$ cat src/rtl/tail_light_sequencer.sv
// Tail-light sequencer: turns left/right/hazard requests into the lamp-state code
// stepped at a prescaled rate, with busy and end-of-sequence status.
module tail_light_sequencer #(
  parameter int TICK_DIV = 25_000_000,
  parameter int CNT_W    = $clog2(TICK_DIV + 1)
) (
  input  logic       clk,
  input  logic       rst_n,
  input  logic       en,
  input  logic       left,
  input  logic       right,
  input  logic       hazard,
  output logic [3:0] present_state,
  output logic       step_tick,
  output logic       busy,
  output logic       seq_done
);

  typedef enum logic [3:0] {
    S0 = 4'd0,
    L1 = 4'd1, L2 = 4'd2, L3 = 4'd3, L4 = 4'd4,  L5 = 4'd5,
    R1 = 4'd6, R2 = 4'd7, R3 = 4'd8, R4 = 4'd9,  R5 = 4'd10,
    S1 = 4'd11
  } state_t;

  localparam logic [CNT_W-1:0] LAST = CNT_W'(TICK_DIV - 1);

  state_t           r_state;
  state_t           w_next;
  logic [CNT_W-1:0] r_cnt;
  logic             r_step;
  logic             r_done;
  logic             w_tick;
  logic             w_illegal;
  logic             w_ends_seq;

  assign w_tick     = en && (r_cnt == LAST);
  assign w_illegal  = (r_state > S1);
  assign w_ends_seq = (r_state == L5) || (r_state == R5) || (r_state == S1);

  always_comb begin
    w_next = r_state;
    case (r_state)
      S0: begin
        if (hazard || (left && right)) w_next = S1;
        else if (left)                 w_next = L1;
        else if (right)                w_next = R1;
        else                           w_next = S0;
      end
      S1: w_next = S0;
      L1, L2, L3, L4: begin
        if (hazard)      w_next = S1;
        else if (right)  w_next = S0;
        else if (!left)  w_next = S0;
        else             w_next = state_t'(r_state + 4'd1);
      end
      R1, R2, R3, R4: begin
        if (hazard)      w_next = S1;
        else if (left)   w_next = S0;
        else if (!right) w_next = S0;
        else             w_next = state_t'(r_state + 4'd1);
      end
      L5, R5:  w_next = S0;
      default: w_next = S0;
    endcase
  end

  // Illegal codes recover on the next edge regardless of the prescaler.
  always_ff @(posedge clk) begin
    if (!rst_n) begin
      r_state <= S0;
      r_cnt   <= '0;
      r_step  <= 1'b0;
      r_done  <= 1'b0;
    end else begin
      r_step <= w_tick;
      r_done <= w_tick && w_ends_seq;
      if (en) r_cnt <= (r_cnt == LAST) ? '0 : r_cnt + 1'b1;
      if (w_tick || w_illegal) r_state <= w_next;
    end
  end

  assign present_state = r_state;
  assign step_tick     = r_step;
  assign seq_done      = r_done;
  assign busy          = (r_state != S0);

endmodule

$ cat config.mk
export PLATFORM = sky130hd
export DESIGN_NAME = tail_light_sequencer
export DESIGN_NICKNAME = d
export VERILOG_FILES = /design/src/rtl/tail_light_sequencer.sv
export SDC_FILE = /design/constraint.sdc
export NUM_CORES = 1
export LEC_CHECK = 0
export CORE_ASPECT_RATIO = 1.1
export CORE_MARGIN = 2
export CORE_UTILIZATION = 61
export CTS_BUF_LIST = sky130_fd_sc_hd__clkbuf_16
export DETAILED_ROUTE_END_ITERATION = 6
export PLACE_DENSITY = 0.79
export SETUP_SLACK_MARGIN = 0.5
export SLEW_MARGIN = 25
export SYNTH_ARGS = -nofsm -noshare
export SYNTH_HDL_FRONTEND = slang
export SYNTH_SLANG_ARGS = --single-unit
$ cat constraint.sdc
create_clock -name clk -period 3.8 [get_ports clk]
set_input_delay 0.95 -clock clk [delete_from_list [all_inputs] [get_ports clk]]
set_output_delay 0.95 -clock clk [all_outputs]
set_load 0.005 [all_outputs]
[Word level (Yosys, flattened, before mapping)]
Cells that the tools add are included.
Operators by class
  add/sub/neg operators: 2
  equal/unequal tests: 12
  order comparisons: 1
  reductions and logical operators: 11
  mux-type cells: 11
Operator list (count)
  $mux 4: 7
  $add 25x1->25 const B: 1
  $eq 25x25->1 const B: 1
  $mux 25: 1
  $eq 4x3->1 const B: 4
  $eq 4x4->1 const B: 4
  $pmux 4 s3: 1
  $eq 4x2->1 const B: 2
  $reduce_or 4->1: 2
  $mux 3: 2
  $add 4x1->4 const B: 1
  $eq 4x1->1 const B: 1
  $gt 4x4->1 const B: 1
  $logic_not 4->1: 1
  $logic_or 1x1->1: 4
  $reduce_bool 4->1: 1
  $logic_and 1x1->1: 3
Word-level totals
  output and inout port bits: 7
  flip-flop bits (word level): 31
  input port bits: 6

[Depth between registers and ports, before layout]
Gate-level depths: netlist of the first run.
  depth in word-level cells: 5
  gate-level depth with buffers: 8
  mapped depth without buffers: 7

[Worst setup path after synthesis of the first run]
OpenSTA, ideal clock, no wires.
  path type: input -> register
  from: input port en
  to: register r_cnt[16]
  arrival: 2.308 ns
  stages: 6
  setup slack: 1.422 ns
  path through: buf_4 > nand4_1 > or4_1 > buf_2 > or3_1 > a21oi_1
RTL lines
  from (decl): RTL line 9  | input logic en,
  to (signal assigned): RTL line 78  | if (en) r_cnt <= (r_cnt == LAST) ? '0 : r_cnt + 1'b1;
  to (decl): RTL line 30  | logic [CNT_W-1:0] r_cnt;

==> results of run 1 <==
## kinds of logic (layout without fill, tap and decap cells)
group / Yosys count / in the layout / synth area share (%)
XOR/XNOR: 22 / 22 / 11.7
AO/OA/AOI/OAI: 31 / 31 / 12.4
buffers and inverters: 18 / 33 / 4.55
AND/OR/NAND/NOR: 94 / 94 / 29.3
flip-flops: 31 / 31 / 37.6
adder cells (fa/ha/maj): 5 / 5 / 3.79
multiplexers: 1 / 1 / 0.607
## cell type report
class	instances	area, µm²
Multi-Input combinational cell	153	955
Sequential cell	31	621
Fill cell	179	586
Timing Repair Buffer	15	143
Clock buffer	5	125
Clock inverter	3	38.8
Tap cell	31	38.8
Inverter	10	37.5
## where the power goes
group | total, W | internal [W] | switching (W)
Sequential | 0.000332 | 0.000328 | 0.00000353
Clock | 0.000435 | 0.000305 | 0.000130
Combinational | 0.0000260 | 0.0000119 | 0.0000140
## worst min-delay path, delay by kind of cell (launching register included)
family	cells	cell delay, ns
AO/OA/AOI/OAI	2	0.13
flip-flops	1	0.31
## through the flow
step | setup WS (ns) | area, µm²
after floorplan | 1.42 | 1650
after global placement | 0.762 | 1790
after detailed placement | 0.717 | 1790
after CTS | 0.970 | 1960
after global routing | 0.842 | 1960
final | 0.978 | 1960
## registers in the layout (all words and copies together), names as in the netlist
| signal | cells |
|---|---|
| seq_done | 1 |
| r_cnt | 25 |
| step_tick | 1 |
| present_state | 4 |
## placed cells by master, fill, tap and decap left out, types with 7 or more instances in the layout
cell type	count
a21oi_1	9
clkdlybuf4s50_1	12
dfxtp_1	31
inv_1	10
nand2_1	18
nand4_1	8
nor2_1	29
o21ai_0	7
xnor2_1	13
xor2_1	9
## layer usage
metal	up-vias	wire length, µm	track usage, %
met5	-	0	0
met4	0	70	11.7
met3	9	166	7.36
met2	33	1690	43.6
met1	699	1430	27.4
li1	731	-	-
## worst paths after layout
kind	from	to	cells past startpoint
setup / recovery	en	r_cnt[16]	5
hold / removal	r_cnt[14]	r_cnt[14]	2
setup reg to reg	r_cnt[0]	r_cnt[16]	5
hold reg to reg	r_cnt[14]	r_cnt[14]	2
==> metrics.cfg, run 1 <==
[route]
viasPerCell = 5.94
firstDrtPassIters = 4
vias = 1472
first_iter_violations = 21
drt-total-wl_mm = 3.35
drc_errors = 0
ant_nets = 0
routedWlPerCell_um = 13.5

[clock_tree]
post_cts_buffers = 0
clk-insertion-delay-late_ns = 0.27
cts.sinks = 31
cts_root_buf = clkbuf_16
tritoncts = yes
cts_hold_buf = 0
cts_made_buffers = 5
htreeDepth = 2
postCtsResizedCells = 0
clk_pin_slew_ns = 0.05
clk_path_buf_depth = 2

[worst_setup_path]
crit_family = simple AND/OR/NAND/NOR gates
critPathKind = in2reg
worstPathArrival_ns = 3.02
critical_path.max_fanout = 10
rrSetupSlack_ns = 1.70
crit_path_top_delay_cell = or4_1
worst_setup_path_end_kind = flop
max_stage_delay_ns = 0.74
path_buf_inv = 1
startpoint_type = input pin
required_ns = 4.00
path_cells = clkdlybuf4s50_1 -> nand4_1 -> or4_1 -> or3_1 -> a21oi_1

[floorplan]
ios = 13
dieArea_mm2 = 0.00314
initial_core_util_pct = 64.9
num_rows = 19
die_y_um = 58.6
core_area_mm2 = 0.00254
die_w_um = 53.6

[sta]
setup_viol = 0
finalSetupTns_ns = 0
slew_viol_final = 0
hold_violations = 0
finalCritPeriodShare_pct = 74.3
whs_ns = 0.488
rsz0062_at_grt = false
fin_skew_ns = 0.00741
slew_headroom_pct = 66.5
worst_slew_pin_slew_ns = 0.502
layout_min_cycle_time_ns = 2.82
max_freq_ghz = 0.354

[placed_design]
dp.cells = 240
place_congestion = 0.769
dp_hpwl_mm = 2.33
portBuffers = 12

[logic_synthesis]
yosysTopAreaCell = dfxtp_1
synthFlopType = dfxtp_1
ys_ff_latch = 31
synth.distinct_cells = 40
avgSynthCellArea_um2 = 8.17
ys_async_sr_fraction_pct = 0
syn_inst = 202
syn-num-nets = 213
synth_common_cells = 31 x dfxtp_1, 29 x nor2_1, 18 x nand2_1, 13 x xnor2_1, 10 x inv_1
yosys.cell_count.top_type = dfxtp_1
ys_seq_area_share_pct = 37.6
yosys_warnings = 0
synth_top_area_share_pct = 37.6
yosys-top-cells-area = dfxtp_1 38%, xnor2_1 6.9%, nor2_1 6.6%
syn_area_mm2 = 0.00165
synth_edf_count = 0

[final_layout]
drive_above_1_share_pct = 7.37
finalNonFillerCells = 248
post-route-util_pct = 77.0
num_antenna_cells = 0
nNetsFinal = 227
area_growth_syn_to_layout_pct = 18.7

[worst_hold_path]
hold_path.class = reg2reg

[power_and_ir_drop]
power_w = 0.000792
irDropWorstVdd_uv = 519
leakage_nw = 0.655
p_per_area_mw_per_mm2 = 405

[grt]
antenna_found_initial = 0
grt_use_total_pct = 25.1
grt_max_degree = 16
grt_pass1_wl_mm = 5.80
grt_pass1_vias = 1397
grt-ovfl-total = 0

[outcome]
outcome = complete, no violations

[flow_run]
cap_viol_max_count = 0

(Power assumes the default switching activity.)
==> inputs of run 2 (changes only) <==
--- a/config.mk
+++ b/config.mk
@@ -7,10 +7,10 @@
 export LEC_CHECK = 0
 export CORE_ASPECT_RATIO = 1.1
 export CORE_MARGIN = 2
-export CORE_UTILIZATION = 61
+export CORE_UTILIZATION = 57
 export CTS_BUF_LIST = sky130_fd_sc_hd__clkbuf_16
 export DETAILED_ROUTE_END_ITERATION = 6
-export PLACE_DENSITY = 0.79
+export PLACE_DENSITY = 0.74
 export SETUP_SLACK_MARGIN = 0.5
 export SLEW_MARGIN = 25
 export SYNTH_ARGS = -nofsm -noshare
==> constraint.sdc (replaced) <==
create_clock -name clk -period 2.8 [get_ports clk]
set_input_delay 0.7 -clock clk [delete_from_list [all_inputs] [get_ports clk]]
set_output_delay 0.7 -clock clk [all_outputs]
set_load 0.005 [all_outputs]
==> metrics.cfg, run 2 (same netlist as run 1, synthesis figures left out) <==
[sta]
finalCritPeriodShare_pct = 80.7
rsz0062_at_grt = true
hold_violations = 0
slew_headroom_pct = 67.1
worst_slew_pin_slew_ns = 0.481
setup_viol = 0
layout_min_cycle_time_ns = 2.26
slew_viol_final = 0
whs_ns = 0.500
fin_skew_ns = 0.00578
finalSetupTns_ns = 0
max_freq_ghz = 0.443

[placed_design]
dp_hpwl_mm = 2.34
portBuffers = 12
place_congestion = 0.817

[clock_tree]
htreeDepth = 2
cts.sinks = 31
cts_root_buf = clkbuf_16
clk_pin_slew_ns = 0.05
tritoncts = yes
cts_made_buffers = 5
clk-insertion-delay-late_ns = 0.27
clk_path_buf_depth = 2

[worst_setup_path]
critical_path.max_fanout = 9
worstReg2RegStart = r_cnt[0]
worst_setup_path_end_kind = flop
required_ns = 3.00
path_cells = clkdlybuf4s50_1 -> nand4_1 -> or4_4 -> or3_1 -> a21oi_1
crit_path_top_delay_cell = or4_4
max_stage_delay_ns = 0.61
worstPathArrival_ns = 2.46
cp-startpoint = en
startpoint_type = input pin
critPathKind = in2reg

[route]
first_iter_violations = 89
firstDrtPassIters = 4
viasPerCell = 5.88
drc_errors = 0
routedWlPerCell_um = 13.7
drt-total-wl_mm = 3.45
vias = 1482
ant_nets = 0

[final_layout]
top_register = r_cnt
num_antenna_cells = 0
drive_above_1_share_pct = 11.9
post-route-util_pct = 73.1
final_common_cell = nor2_1
mostFrequentLayoutCells = 29 x nor2_1, 28 x dfxtp_1, 18 x nand2_1, 13 x xnor2_1, 12 x clkdlybuf4s50_1
nNetsFinal = 229
largest_reg_flops = 25
area_growth_syn_to_layout_pct = 22.0

[grt]
grt_use_total_pct = 23.0
grt_pass1_vias = 1393
grt-ovfl-total = 0
antenna_found_initial = 0
grt_pass1_wl_mm = 5.97
grt_max_degree = 16

[power_and_ir_drop]
leakage_nw = 0.671
irDropWorstVdd_uv = 431
p_per_area_mw_per_mm2 = 539

[floorplan]
initial_core_util_pct = 60.0
die_w_um = 55.3
core_area_mm2 = 0.00275
ios = 13
die_y_um = 60.4
dieArea_mm2 = 0.00334
num_rows = 20

[outcome]
outcome = complete, no violations

[flow_run]
cap_viol_max_count = 0

[worst_hold_path]
hold_path.class = reg2reg
holdCritStartpoint = r_cnt[14]

## run 2: worst paths after layout
kind,end,slack (ns),cells past startpoint
setup / recovery,r_cnt[16],0.54,5
hold / removal,r_cnt[14],0.50,2
hold reg to reg,r_cnt[14],0.50,2
setup reg to reg,r_cnt[16],0.79,5
## run 2: what timing repair did
action / CTS / global route
endpoints found under the setup margin: 15 / 28
pin swaps: 0 / 2
gates resized for setup: 4 / 7
setup buffers: 0 / 1
hold buffers: 0 / 0
hold endpoints to repair: 0 / 0
## run 2: metrics by stage
step / power [W] / setup WS (ns) / instances / instance area (µm²)
2_1_floorplan: 0.000477 / 0.672 / 202 / 1650
3_3_place_gp: 0.000493 / 0.186 / 243 / 1800
3_5_place_dp: 0.000495 / 0.130 / 243 / 1800
4_1_cts: 0.00110 / 0.508 / 251 / 1980
5_1_grt: 0.00112 / 0.439 / 252 / 2010
6_report: 0.00108 / 0.541 / 252 / 2010
## run 2: report_power, final
group,switching [W],internal [W]
combinational,0.0000200,0.0000180
sequential,0.00000449,0.000445
clock,0.000183,0.000414
## run 2: final cells by class
class / count / area [µm²]
Clock buffer: 5 / 125
Clock inverter: 3 / 38.8
Fill cell: 206 / 739
Inverter: 10 / 37.5
Multi-Input combinational cell: 153 / 981
Sequential cell: 31 / 624
Tap cell: 33 / 41.3
Timing Repair Buffer: 17 / 165
## run 2: layer usage
layer	up-vias	routed length [µm]	track usage [%]
li1	740	-	-
met2	48	1650	37.4
met5	-	0	0
met1	688	1580	28.6
met3	6	154	5.97
met4	0	64	12.2
## run 2: worst max-delay path: cells and delay by family
family | cells | cell delay (ns)
buffers and inverters | 1 | 0.48
AOI/OAI and AO/OA | 1 | 0.15
and+or+nand+nor | 3 | 1.13
